## config.mk

```make
export PLATFORM = sky130hd
export DESIGN_NAME = branch_resolve_ctrl
export DESIGN_NICKNAME = d
export VERILOG_FILES = /design/src/rtl/branch_resolve_ctrl.sv
export SDC_FILE = /design/constraint.sdc
export NUM_CORES = 1
export LEC_CHECK = 0
export BUFFER_PORTS_ARGS = -buffer_cell sky130_fd_sc_hd__buf_2
export CORE_MARGIN = 2
export CORE_UTILIZATION = 30
export DETAILED_ROUTE_END_ITERATION = 10
export SLEW_MARGIN = 20
export SYNTH_ARGS = -nofsm -noshare
export SYNTH_HDL_FRONTEND = slang
export SYNTH_SLANG_ARGS = --single-unit
export TNS_END_PERCENT = 50
```

## constraint.sdc

```tcl
create_clock -name clk -period 4.79 [get_ports clk]
set_clock_uncertainty 0.1 [all_clocks]
set_input_delay 0.958 -clock clk [delete_from_list [all_inputs] [get_ports clk]]
set_output_delay 0.958 -clock clk [all_outputs]
set_load 0.01 [all_outputs]
```

## src/rtl/branch_resolve_ctrl.sv

```systemverilog
// Branch-resolution controller: drives the shared comparator, resolves EX branches
// against the fetch-time prediction, issues registered redirect/flush and trains a 2-bit BHT.
module branch_resolve_ctrl #(
  parameter int         BHT_IDX_BITS = 6,
  parameter logic [1:0] CNT_RESET    = 2'b01
) (
  input  logic        clk,
  input  logic        rst,
  input  logic [31:0] if_pc,
  output logic        if_pred_taken,
  input  logic        ex_valid,
  input  logic [31:0] ex_pc,
  input  logic [2:0]  ex_funct3,
  input  logic [31:0] ex_rs1,
  input  logic [31:0] ex_rs2,
  input  logic [31:0] ex_b_imm,
  input  logic        ex_pred_taken,
  input  logic        stall,
  output logic [31:0] cmp_rs1,
  output logic [31:0] cmp_rs2,
  output logic [2:0]  cmp_op,
  output logic        cmp_sel,
  input  logic        cmp_br_en,
  output logic        redirect,
  output logic [31:0] redirect_pc,
  output logic        flush,
  output logic [31:0] mispredict_count
);

  localparam int   BHT_ENTRIES = 1 << BHT_IDX_BITS;
  localparam logic CMP_SEL_RS2 = 1'b0;

  localparam logic [2:0] F3_BEQ  = 3'b000;
  localparam logic [2:0] F3_BNE  = 3'b001;
  localparam logic [2:0] F3_BLT  = 3'b100;
  localparam logic [2:0] F3_BGE  = 3'b101;
  localparam logic [2:0] F3_BLTU = 3'b110;
  localparam logic [2:0] F3_BGEU = 3'b111;

  typedef enum logic {
    ST_IDLE,
    ST_REDIRECT
  } state_t;

  function automatic logic [1:0] sat_inc(input logic [1:0] c);
    return (c == 2'b11) ? c : c + 2'b01;
  endfunction

  function automatic logic [1:0] sat_dec(input logic [1:0] c);
    return (c == 2'b00) ? c : c - 2'b01;
  endfunction

  state_t      state_q, state_d;
  logic [31:0] redirect_pc_q, redirect_pc_d;
  logic [31:0] mispredict_count_q, mispredict_count_d;
  logic [1:0]  bht_q [BHT_ENTRIES];
  logic [1:0]  bht_d [BHT_ENTRIES];

  logic [BHT_IDX_BITS-1:0] if_idx;
  logic [BHT_IDX_BITS-1:0] ex_idx;
  logic                    branch_ok;
  logic                    taken;
  logic                    resolve;

  assign if_idx = if_pc[BHT_IDX_BITS+1:2];
  assign ex_idx = ex_pc[BHT_IDX_BITS+1:2];

  assign cmp_rs1 = ex_rs1;
  assign cmp_rs2 = ex_rs2;
  assign cmp_op  = ex_funct3;
  assign cmp_sel = CMP_SEL_RS2;

  // Registered read path: a same-cycle write lands at the edge, so the lookup sees the old count.
  assign if_pred_taken = bht_q[if_idx][1];

  assign redirect         = (state_q == ST_REDIRECT);
  assign flush            = (state_q == ST_REDIRECT);
  assign redirect_pc      = redirect_pc_q;
  assign mispredict_count = mispredict_count_q;

  always_comb begin
    branch_ok = 1'b0;
    case (ex_funct3)
      F3_BEQ, F3_BNE, F3_BLT, F3_BGE, F3_BLTU, F3_BGEU: branch_ok = 1'b1;
      default:                                          branch_ok = 1'b0;
    endcase
  end

  assign taken   = branch_ok & cmp_br_en;
  assign resolve = ex_valid & ~stall & (state_q == ST_IDLE) & branch_ok;

  always_comb begin
    state_d            = state_q;
    redirect_pc_d      = redirect_pc_q;
    mispredict_count_d = mispredict_count_q;
    bht_d              = bht_q;
    case (state_q)
      ST_IDLE: begin
        if (resolve) begin
          bht_d[ex_idx] = taken ? sat_inc(bht_q[ex_idx]) : sat_dec(bht_q[ex_idx]);
          if (taken != ex_pred_taken) begin
            state_d            = ST_REDIRECT;
            mispredict_count_d = mispredict_count_q + 32'd1;
            redirect_pc_d      = taken ? (ex_pc + ex_b_imm) : (ex_pc + 32'd4);
          end
        end
      end
      ST_REDIRECT: begin
        // Fetch consumes the redirect on the first unstalled edge; EX holds wrong-path work meanwhile.
        if (!stall) state_d = ST_IDLE;
      end
      default: state_d = ST_IDLE;
    endcase
  end

  always_ff @(posedge clk) begin
    if (rst) begin
      state_q            <= ST_IDLE;
      redirect_pc_q      <= 32'd0;
      mispredict_count_q <= 32'd0;
      for (int i = 0; i < BHT_ENTRIES; i++) bht_q[i] <= CNT_RESET;
    end else begin
      state_q            <= state_d;
      redirect_pc_q      <= redirect_pc_d;
      mispredict_count_q <= mispredict_count_d;
      for (int i = 0; i < BHT_ENTRIES; i++) bht_q[i] <= bht_d[i];
    end
  end

endmodule

```

* Word-level counts from Yosys, hierarchy flattened
Index checks and enable logic that the tools add are counted.
Storage, ports and cells: output and inout bits 135, logic and storage cells 114, bits in registers 193, input port bits 169
Operators by class: $lt $le $gt $ge 3, bitwise operators 8, reductions and logical operators 6, multiplexer cells 18, equality and inequality tests 7, add/subtract/negate cells 5
Operator list (count):
- 128-bit bitwise mux | 1
- 32-bit by 1-bit adder with 32-bit output, second input constant | 1
- 32-bit by 3-bit adder with 32-bit output, second input constant | 1
- 32-bit adder | 1
- 32-bit two-way mux | 1
- 2-bit binary-select mux with 6-bit select | 2
- 2-bit two-way mux | 8
- 7-bit >= comparator, second input constant | 2
- 6-bit inverter with 7-bit output | 2
- 2-bit demux with 6-bit select | 1
- 3-bit equality test, second input constant | 4
- 7-bit by 1-bit less-than comparator with 1-bit output, second input constant | 1
- 6-bit OR reduction | 1
- 1-bit AND | 4
- 1-bit two-way mux | 4
- 3-bit by 1-bit equality test with 1-bit output, second input constant | 1
- 3-bit logical NOT | 1
- 3-bit AND reduction | 1
- 2-bit by 1-bit adder with 2-bit output, second input constant | 1
- 2-bit equality test, second input constant | 1
- 2-bit logical NOT | 1
- 1-bit inverter | 2
- 1-bit case mux with 2 select lines | 1
- 2-bit AND reduction | 1
- 3 further kinds | 3

* Longest topological paths before layout
Gate-level depths: netlist (run 1).
depth after elaboration 8, depth in mapped cells 13, mapped depth without buffers 10

* Worst setup path after synthesis (run 1)
No wires, ideal clock.
path kind input -> output, from in if_pc[2], to out if_pred_taken, stages on the path 5, arrival 3.398 ns, path buffers 2, setup slack 0.334 ns, required time 3.732 ns, cells stage by stage clkbuf_1 -> buf_1 -> mux4_2 -> mux4_2 -> mux4_2
Between the ends: word-level cells in the longest chain between the ends 4
Ends and longest elaborated chain:
- from (decl) | line 9 | input logic [31:0] if_pc,
- 6-bit inverter with 7-bit output (not written as such) | line 74 | assign if_pred_taken = bht_q[if_idx][1];
- 2-bit binary-select mux with 6-bit select | line 74
- 2-bit two-way mux (not written as such) (2 in a row) | line 74
- to (decl) | line 10 | output logic if_pred_taken,
Every way passes these cells. The select of a mux whose other input is x is not followed.

* Worst setup path in the final report (run 1)
Same ends and word-level chain as after synthesis.

==> results of run 1 <==
[flip-flops by register name, summed over array words and instances, names as in the netlist]
register,flops
mispredict_count,32
flush,1
redirect_pc,32
bht_q,128
[worst min-delay path, delay by kind of cell (launching register included)]
kind / cells / cell delay, ps
AND/OR/NAND/NOR: 1 / 50
flip-flops: 1 / 310
AO/OA/AOI/OAI: 1 / 50
[cell usage after synthesis (5+ instances only)]
| cell | count | share of area, % |
|---|---|---|
| o21ai_1 | 57 | 2.4 |
| buf_1 | 8 | 0.25 |
| o21ai_0 | 104 | 4.3 |
| nand2_1 | 160 | 5.0 |
| a21o_1 | 13 | 0.81 |
| ha_1 | 33 | 3.4 |
| mux2i_1 | 11 | 0.92 |
| a21oi_1 | 63 | 2.6 |
| nor2_1 | 92 | 2.9 |
| or3_1 | 15 | 0.78 |
| mux4_2 | 37 | 6.9 |
| a311oi_1 | 9 | 0.66 |
| buf_2 | 21 | 0.88 |
| nand3b_1 | 64 | 4.0 |
| nand3_1 | 37 | 1.5 |
| clkbuf_1 | 55 | 1.7 |
| and2_1 | 5 | 0.26 |
| xnor2_1 | 35 | 2.6 |
| buf_4 | 76 | 4.8 |
| and4_1 | 5 | 0.37 |
| dfxtp_1 | 193 | 32 |
| a211oi_1 | 9 | 0.56 |
| o2bb2ai_1 | 5 | 0.37 |
| mux2_2 | 8 | 0.75 |
| nor2b_1 | 14 | 0.73 |
| nor3_1 | 27 | 1.1 |
| nand4_1 | 17 | 0.89 |
| a221oi_1 | 11 | 0.80 |
| xor2_1 | 35 | 2.6 |
| nand2b_1 | 6 | 0.31 |
| inv_1 | 15 | 0.47 |
| o41ai_1 | 61 | 4.5 |
| and3_1 | 22 | 1.1 |
| o211ai_1 | 20 | 1.3 |
[final cells by class]
type                    count  area [um^2]  area share (%)
inverters                  16         60.1           0.450
flip-flops and latches    193         3860            29.0
clock inverters            14          146            1.10
repair buffers            178         1030            7.70
diodes                      1         2.50          0.0188
well taps                 525          657            4.92
multi-input cells        1042         7150            53.6
clock buffers              18          439            3.29
[power breakdown]
part	total, uW	internal, uW	switching, uW
clock network	1470	752	718
registers	1630	1620	11.1
logic	638	227	410
total	3740	2600	1140
[per-layer routing]
| metal | global-route usage, % | wire [um] | up-vias |
|---|---|---|---|
| met5 | 0.714 | 27 | - |
| met1 | 23.1 | 16300 | 5286 |
| met4 | 6.28 | 926 | 4 |
| met3 | 3.71 | 2530 | 71 |
| met2 | 28.3 | 17600 | 398 |
| li1 | - | - | 5268 |
[through the flow]
| step | cell area, um^2 | cells | setup WS, ps |
|---|---|---|---|
| after detailed placement | 12800 | 1954 | 520 |
| after floorplan | 12000 | 1414 | 334 |
| after global placement | 12800 | 1954 | 504 |
| final | 13300 | 1987 | 560 |
| after global routing | 13300 | 1987 | 487 |
| after CTS | 13300 | 1986 | 526 |
[how the worst min path moves through the flow]
stage                                  end  cells past startpoint  slack (ps)
6_report       redirect_pc[2]$_SDFFE_PP0P_                      2         350
3_5_place_dp   redirect_pc[2]$_SDFFE_PP0P_                      2         340
5_1_grt        redirect_pc[2]$_SDFFE_PP0P_                      2         380
3_3_place_gp   redirect_pc[2]$_SDFFE_PP0P_                      2         340
4_1_cts        redirect_pc[2]$_SDFFE_PP0P_                      2         350
2_1_floorplan      bht_q[102]$_SDFFE_PP1P_                      2         350
[kinds of logic (layout without fill, tap and decap cells)]
group / Yosys count / in the layout / share of synthesized area, %
adders and majority gates: 34 / 34 / 3.61
xor gates and xnor gates: 70 / 70 / 5.11
DFF: 193 / 193 / 32.2
buffers and inverters: 179 / 226 / 8.39
AOI/OAI and AO/OA: 400 / 400 / 21.7
muxes: 57 / 57 / 8.71
and+or+nand+nor: 480 / 480 / 20.2
other: 1 / 2 / 0.0313
[cells in the final DEF, fill, tap and decap left out, drive strengths merged, types with 6 or more instances in the layout]
| cell type | count |
|---|---|
| and3 | 22 |
| mux2i | 11 |
| xnor2 | 35 |
| a221oi | 11 |
| nand2 | 160 |
| a311oi | 9 |
| nor2b | 15 |
| nand4 | 17 |
| a21o | 13 |
| o41ai | 61 |
| a211oi | 9 |
| mux2 | 9 |
| ha | 33 |
| a21oi | 64 |
| and2 | 7 |
| o211ai | 20 |
| or3 | 15 |
| inv | 23 |
| nand3 | 37 |
| mux4 | 37 |
| nor3 | 29 |
| dfxtp | 193 |
| clkbuf | 18 |
| o21ai | 161 |
| nand3b | 64 |
| xor2 | 35 |
| nand2b | 6 |
| buf | 178 |
| nor2 | 92 |
==> impl_results.html, run 1 <==
<table>
<tr><th>Metric</th><th>Value</th></tr>
<tr><th colspan="2">Outcome</th></tr>
<tr><td>Outcome</td><td>finished clean</td></tr>
<tr><th colspan="2">Clock tree</th></tr>
<tr><td>Worst skew pair latency</td><td>450 ps</td></tr>
<tr><td>TritonCTS clock tree</td><td>yes</td></tr>
<tr><td>Clock-pin slew of the registers on the worst-case setup and hold paths</td><td>90 ps</td></tr>
<tr><td>Root Buffer</td><td>clkbuf_16</td></tr>
<tr><td>Post-cts repair resize count</td><td>0</td></tr>
<tr><td>Post-CTS setup buffers</td><td>0</td></tr>
<tr><td>Clock tree sinks</td><td>193</td></tr>
<tr><td>Number of CTS-inserted buffers</td><td>17</td></tr>
<tr><td>Hold-fix buffers, CTS</td><td>0</td></tr>
<tr><td>Buffers from clock root to sink, at most</td><td>2</td></tr>
<tr><td>Maximum level of the CTS H-tree</td><td>4</td></tr>
<tr><th colspan="2">Layout</th></tr>
<tr><td>Count of fill cells added during filler insertion</td><td>4103</td></tr>
<tr><td>Post-synthesis to final-layout area growth</td><td>11.3%</td></tr>
<tr><td>Post-route core utilization</td><td>33.7%</td></tr>
<tr><td>Share of post-route cells with drive strength above 1</td><td>18.4%</td></tr>
<tr><td>Number of nets in the finished design</td><td>1651</td></tr>
<tr><th colspan="2">STA</th></tr>
<tr><td>Slew at the pin with the worst max-slew slack</td><td>1150 ps</td></tr>
<tr><td>Unrepaired setup endpoints after global routing</td><td>no</td></tr>
<tr><td>Pins Over Slew Limit</td><td>0</td></tr>
<tr><td>Shortest period the worst path allows</td><td>4230 ps</td></tr>
<tr><td>Total negative slack for setup checks</td><td>0 ps</td></tr>
<tr><td>Total setup violations reported at the end of the flow</td><td>0</td></tr>
<tr><td>Final Hold Viols</td><td>0</td></tr>
<tr><td>Share of the clock period used by the worst path after layout</td><td>88.3%</td></tr>
<tr><td>Worst-case headroom to the max-slew limit</td><td>22.7%</td></tr>
<tr><td>Final-layout worst hold slack</td><td>352 ps</td></tr>
<tr><td>Max Freq</td><td>236 MHz</td></tr>
<tr><th colspan="2">Setup path</th></tr>
<tr><td>CP startpoint</td><td>if_pc[2]</td></tr>
<tr><td>Critical register-to-register path startpoint</td><td>flush$_SDFF_PP0_</td></tr>
<tr><td>Worst path depth</td><td>6</td></tr>
<tr><td>Endpoint of the worst setup timing path</td><td>if_pred_taken</td></tr>
<tr><td>Critical path's top delay family</td><td>multiplexers</td></tr>
<tr><td>Largest incremental delay on the critical path</td><td>520 ps</td></tr>
<tr><td>Slowest stage cell on the critical path</td><td>mux4_2</td></tr>
<tr><td>Count of buffer and inverter cells on the critical path</td><td>3</td></tr>
<tr><td>Crit Path Category</td><td>input pin to output pin</td></tr>
<tr><td>Element type at the critical path start</td><td>input pin</td></tr>
<tr><td>Endpoint of the worst-slack reg-to-reg timing path</td><td>bht_q[127]$_SDFFE_PP0P_</td></tr>
<tr><td>Most prevalent standard cell on the critical path</td><td>mux4_2</td></tr>
<tr><td>Flop-to-flop setup slack</td><td>1780 ps</td></tr>
<tr><td>Type of destination of the critical path</td><td>output pin</td></tr>
<tr><td>CP cell instances</td><td>buf_2, buf_12, mux4_2, mux4_2, mux4_2, buf_2</td></tr>
<tr><td>WP data arrival</td><td>3170 ps</td></tr>
<tr><td>Highest net fanout along the worst path</td><td>9</td></tr>
<tr><td>Cell count of the worst reg-to-reg path</td><td>6</td></tr>
<tr><td>Worst path required time</td><td>3730 ps</td></tr>
<tr><th colspan="2">GRT</th></tr>
<tr><td>Via count of the first global-routing pass</td><td>10400</td></tr>
<tr><td>Largest net degree at the start of global routing</td><td>158</td></tr>
<tr><td>Initial antenna violation count</td><td>3</td></tr>
<tr><td>Overflow left after global routing</td><td>0</td></tr>
<tr><td>GRT Resource Usage Total</td><td>17.6%</td></tr>
<tr><td>First-pass GRT wire length</td><td>58000 um</td></tr>
<tr><th colspan="2">Run</th></tr>
<tr><td>Maximum capacitance violations</td><td>0</td></tr>
<tr><th colspan="2">Logic synthesis</th></tr>
<tr><td>Post-Synthesis Net Count</td><td>1617</td></tr>
<tr><td>Share of synthesized registers carrying an async set or reset</td><td>0%</td></tr>
<tr><td>Top FF cell, synth</td><td>dfxtp_1</td></tr>
<tr><td>Mapped Cells</td><td>1414</td></tr>
<tr><td>Synth Cell Area</td><td>0.0120 mm^2</td></tr>
<tr><td>Post-synth EDFFs</td><td>0</td></tr>
<tr><td>Register area share after synthesis</td><td>32.2%</td></tr>
<tr><td>Library cells used by synthesis</td><td>75</td></tr>
<tr><td>Syn_area_per_cell</td><td>8.48 um^2</td></tr>
<tr><td>Synthesized flop and latch total</td><td>193</td></tr>
<tr><td>Synth warn</td><td>0</td></tr>
<tr><th colspan="2">Power and ir drop</th></tr>
<tr><td>Worst supply voltage drop on vdd</td><td>0.213 mV</td></tr>
<tr><td>Final Total Pwr</td><td>3740 uW</td></tr>
<tr><td>Power per cell area</td><td>280 mW/mm^2</td></tr>
<tr><td>LEAKAGE</td><td>0.00490 uW</td></tr>
<tr><th colspan="2">Die</th></tr>
<tr><td>I/O pin cnt</td><td>304</td></tr>
<tr><td>Initial Utilization</td><td>30.3%</td></tr>
<tr><td>Die Area</td><td>0.0416 mm^2</td></tr>
<tr><td>Chip width</td><td>204 um</td></tr>
<tr><td>Std-Cell Core Area</td><td>0.0395 mm^2</td></tr>
<tr><td>Vertical die dimension</td><td>204 um</td></tr>
<tr><td>Std-Cell Rows</td><td>73</td></tr>
<tr><th colspan="2">Routing</th></tr>
<tr><td>Number of optimization iterations in the first detailed-route pass</td><td>5</td></tr>
<tr><td>Total vias in the final route</td><td>11000</td></tr>
<tr><td>Routed WL</td><td>37400 um</td></tr>
<tr><td>Number of remaining DRC errors</td><td>0</td></tr>
<tr><td>Count of antenna-violating nets left after detailed routing</td><td>0</td></tr>
<tr><td>WL per Instance</td><td>18.8 um</td></tr>
<tr><td>Avg Vias per Cell</td><td>5.55</td></tr>
<tr><td>Initial drt markers</td><td>806</td></tr>
<tr><th colspan="2">Placement</th></tr>
<tr><td>GPL Wtd Cong</td><td>0.892</td></tr>
<tr><td>DPL Wire Length</td><td>26600 um</td></tr>
<tr><td>Buffers added on ports</td><td>146</td></tr>
<tr><th colspan="2">Hold path</th></tr>
<tr><td>Kind of path behind the tightest hold check</td><td>flop to flop</td></tr>
<tr><td>Startpoint of the most critical hold path</td><td>redirect_pc[2]$_SDFFE_PP0P_</td></tr>
</table>
(Power assumes the default switching activity.)
==> run 2, diff against run 1 <==
CELL_PAD_IN_SITES_DETAIL_PLACEMENT = 1   (was default)
CELL_PAD_IN_SITES_GLOBAL_PLACEMENT = 1   (was default)
PLACE_DENSITY_LB_ADDON = 0.1   (was default)
==> impl_results.html, run 2 (synthesis results as in run 1) <==
<table>
<tr><th>Metric</th><th>Value</th></tr>
<tr><th colspan="2">Outcome</th></tr>
<tr><td>Outcome</td><td>finished clean (unchanged)</td></tr>
<tr><th colspan="2">Clock tree</th></tr>
<tr><td>Post-cts repair resize count</td><td>0 (unchanged)</td></tr>
<tr><td>Maximum level of the CTS H-tree</td><td>4 (unchanged)</td></tr>
<tr><td>Buffers from clock root to sink, at most</td><td>2 (unchanged)</td></tr>
<tr><td>Clock-pin slew of the registers on the worst-case setup and hold paths</td><td>70 ps (was 90 ps)</td></tr>
<tr><td>Number of CTS-inserted buffers</td><td>17 (unchanged)</td></tr>
<tr><td>Hold-fix buffers, CTS</td><td>0 (unchanged)</td></tr>
<tr><td>Root Buffer</td><td>clkbuf_16 (unchanged)</td></tr>
<tr><td>Clock tree sinks</td><td>193 (unchanged)</td></tr>
<tr><td>Post-CTS setup buffers</td><td>0 (unchanged)</td></tr>
<tr><td>Worst skew pair latency</td><td>470 ps (was 450 ps)</td></tr>
<tr><td>TritonCTS clock tree</td><td>yes (unchanged)</td></tr>
<tr><th colspan="2">STA</th></tr>
<tr><td>Shortest period the worst path allows</td><td>4090 ps (was 4230 ps)</td></tr>
<tr><td>Slew at the pin with the worst max-slew slack</td><td>894 ps (was 1150 ps)</td></tr>
<tr><td>Total negative slack for setup checks</td><td>0 ps (unchanged)</td></tr>
<tr><td>Max Freq</td><td>245 MHz (was 236 MHz)</td></tr>
<tr><td>Unrepaired setup endpoints after global routing</td><td>no (unchanged)</td></tr>
<tr><td>Share of the clock period used by the worst path after layout</td><td>85.4% (was 88.3%)</td></tr>
<tr><td>Final Hold Viols</td><td>0 (unchanged)</td></tr>
<tr><td>Worst-case headroom to the max-slew limit</td><td>40.4% (was 22.7%)</td></tr>
<tr><td>Total setup violations reported at the end of the flow</td><td>0 (unchanged)</td></tr>
<tr><td>Pins Over Slew Limit</td><td>0 (unchanged)</td></tr>
<tr><th colspan="2">Power and ir drop</th></tr>
<tr><td>Worst supply voltage drop on vdd</td><td>0.267 mV (was 0.213 mV)</td></tr>
<tr><td>Power per cell area</td><td>287 mW/mm^2 (was 280 mW/mm^2)</td></tr>
<tr><td>LEAKAGE</td><td>0.00500 uW (was 0.00490 uW)</td></tr>
<tr><th colspan="2">Routing</th></tr>
<tr><td>Routed WL</td><td>44000 um (was 37400 um)</td></tr>
<tr><td>Avg Vias per Cell</td><td>5.49 (was 5.55)</td></tr>
<tr><td>Number of optimization iterations in the first detailed-route pass</td><td>7 (was 5)</td></tr>
<tr><td>WL per Instance</td><td>22.0 um (was 18.8 um)</td></tr>
<tr><td>Total vias in the final route</td><td>11000 (about the same)</td></tr>
<tr><td>Initial drt markers</td><td>564 (was 806)</td></tr>
<tr><td>Number of remaining DRC errors</td><td>0 (unchanged)</td></tr>
<tr><td>Count of antenna-violating nets left after detailed routing</td><td>0 (unchanged)</td></tr>
<tr><th colspan="2">Layout</th></tr>
<tr><td>Inserted Diodes</td><td>0 (was 1)</td></tr>
<tr><td>Flip-flop count of the largest register, all copies and words added</td><td>128 (unchanged)</td></tr>
<tr><td>Number of nets in the finished design</td><td>1663 (was 1651)</td></tr>
<tr><td>Post-route core utilization</td><td>34.1% (was 33.7%)</td></tr>
<tr><td>Commonest cells after routing, fill and taps aside</td><td>dfxtp_1 (193), nand2_1 (160), buf_2 (145) (unchanged)</td></tr>
<tr><td>Leading cell type in the layout, fill and taps excluded</td><td>dfxtp_1 (unchanged)</td></tr>
<tr><td>Register bank with the most flops</td><td>bht_q (unchanged)</td></tr>
<tr><td>Post-synthesis to final-layout area growth</td><td>12.5% (was 11.3%)</td></tr>
<tr><td>Share of post-route cells with drive strength above 1</td><td>19.0% (was 18.4%)</td></tr>
<tr><th colspan="2">Die</th></tr>
<tr><td>Std-Cell Core Area</td><td>0.0395 mm^2 (unchanged)</td></tr>
<tr><td>Chip width</td><td>204 um (unchanged)</td></tr>
<tr><td>I/O pin cnt</td><td>304 (unchanged)</td></tr>
<tr><td>Initial Utilization</td><td>30.3% (unchanged)</td></tr>
<tr><td>Vertical die dimension</td><td>204 um (unchanged)</td></tr>
<tr><td>Std-Cell Rows</td><td>73 (unchanged)</td></tr>
<tr><td>Die Area</td><td>0.0416 mm^2 (unchanged)</td></tr>
<tr><th colspan="2">Setup path</th></tr>
<tr><td>Worst path required time</td><td>3730 ps (about the same)</td></tr>
<tr><td>Element type at the critical path start</td><td>input pin (unchanged)</td></tr>
<tr><td>Crit Path Category</td><td>input pin to output pin (unchanged)</td></tr>
<tr><td>Type of destination of the critical path</td><td>output pin (unchanged)</td></tr>
<tr><td>Highest net fanout along the worst path</td><td>16 (was 9)</td></tr>
<tr><td>WP data arrival</td><td>3030 ps (was 3170 ps)</td></tr>
<tr><th colspan="2">GRT</th></tr>
<tr><td>Met1 usage in global routing</td><td>28.3% (was 23.1%)</td></tr>
<tr><td>Largest net degree at the start of global routing</td><td>94 (was 158)</td></tr>
<tr><td>Met3 track utilization from global routing</td><td>5.18% (was 3.71%)</td></tr>
<tr><td>Global-route layer with the greatest usage</td><td>met2 (unchanged)</td></tr>
<tr><td>Via count of the first global-routing pass</td><td>11100 (was 10400)</td></tr>
<tr><td>GRT Resource Usage Total</td><td>21.2% (was 17.6%)</td></tr>
<tr><td>Initial antenna violation count</td><td>1 (was 3)</td></tr>
<tr><td>GR met2 Demand/Resource</td><td>34.3% (was 28.3%)</td></tr>
<tr><td>Overflow left after global routing</td><td>0 (unchanged)</td></tr>
<tr><td>First-pass GRT wire length</td><td>67500 um (was 58000 um)</td></tr>
<tr><th colspan="2">Placement</th></tr>
<tr><td>Buffers added on ports</td><td>146 (unchanged)</td></tr>
<tr><td>DPL Wire Length</td><td>31700 um (was 26600 um)</td></tr>
<tr><td>GPL Wtd Cong</td><td>0.812 (was 0.892)</td></tr>
<tr><th colspan="2">Hold path</th></tr>
<tr><td>Kind of path behind the tightest hold check</td><td>flop to flop (unchanged)</td></tr>
<tr><th colspan="2">Run</th></tr>
<tr><td>Maximum capacitance violations</td><td>0 (unchanged)</td></tr>
</table>
[run 2: changes by cell type in the layout (fill, tap and decap cells not counted)]
cell / change
clkbuf_1: +1
inv_6: -2
clkbuf_8: +1
diode_2: -1
buf_12: +3
buf_4: +9
inv_8: -3
clkinv_2: +4
bufinv_16: +2
clkinvlp_4: -3
[run 2: critical path, stage by stage]
cell    delay [ps]
buf_2          450
mux4_2         420
mux4_2         530
mux4_2         500
buf_2          160
[run 2: final cells by class]
cell class,instances,area (um^2)
clock buffer,20,457
fill,4685,26100
timing repair buffer,190,1150
multi-input combinational,1042,7150
clock inverter,12,153
sequential,193,3860
tap,525,657
inverter,16,60.1
[run 2: layer usage]
metal / vias to the layer above / wire length [um]
met5: - / 0
met4: 0 / 614
met3: 39 / 2350
met2: 249 / 20300
met1: 5397 / 20700
li1: 5281 / -
[run 2: path summary, 6_finish.rpt]
check                                                    to  depth (start not counted)  slack [ps]                   startpoint
worst min register to register  redirect_pc[9]$_SDFFE_PP0P_                          2         360  redirect_pc[9]$_SDFFE_PP0P_
worst max register to register      bht_q[106]$_SDFFE_PP1P_                          9        1740       bht_q[64]$_SDFFE_PP1P_
worst min-delay path            redirect_pc[9]$_SDFFE_PP0P_                          2         360  redirect_pc[9]$_SDFFE_PP0P_
worst max-delay path                          if_pred_taken                          5         700                     if_pc[3]
[run 2: where the power goes]
part           switching, uW  internal (uW)  total, uW  leakage (uW)
Sequential              10.4           1620       1630       0.00156
Clock                    703            853       1560      0.000306
Combinational            441            241        682       0.00314
Total                   1160           2720       3870       0.00500
[run 2: stage by stage]
step | cells | power [uW] | worst slack, ps | cell area, um^2 | hold WS [ps]
2_1_floorplan | 1414 | 2140 | 334 | 12000 | 352
3_3_place_gp | 1966 | 2350 | 468 | 12900 | 344
3_5_place_dp | 1966 | 2350 | 489 | 12900 | 349
4_1_cts | 1998 | 3940 | 698 | 13500 | 360
5_1_grt | 1998 | 4050 | 676 | 13500 | 381
6_report | 1998 | 3870 | 701 | 13500 | 358
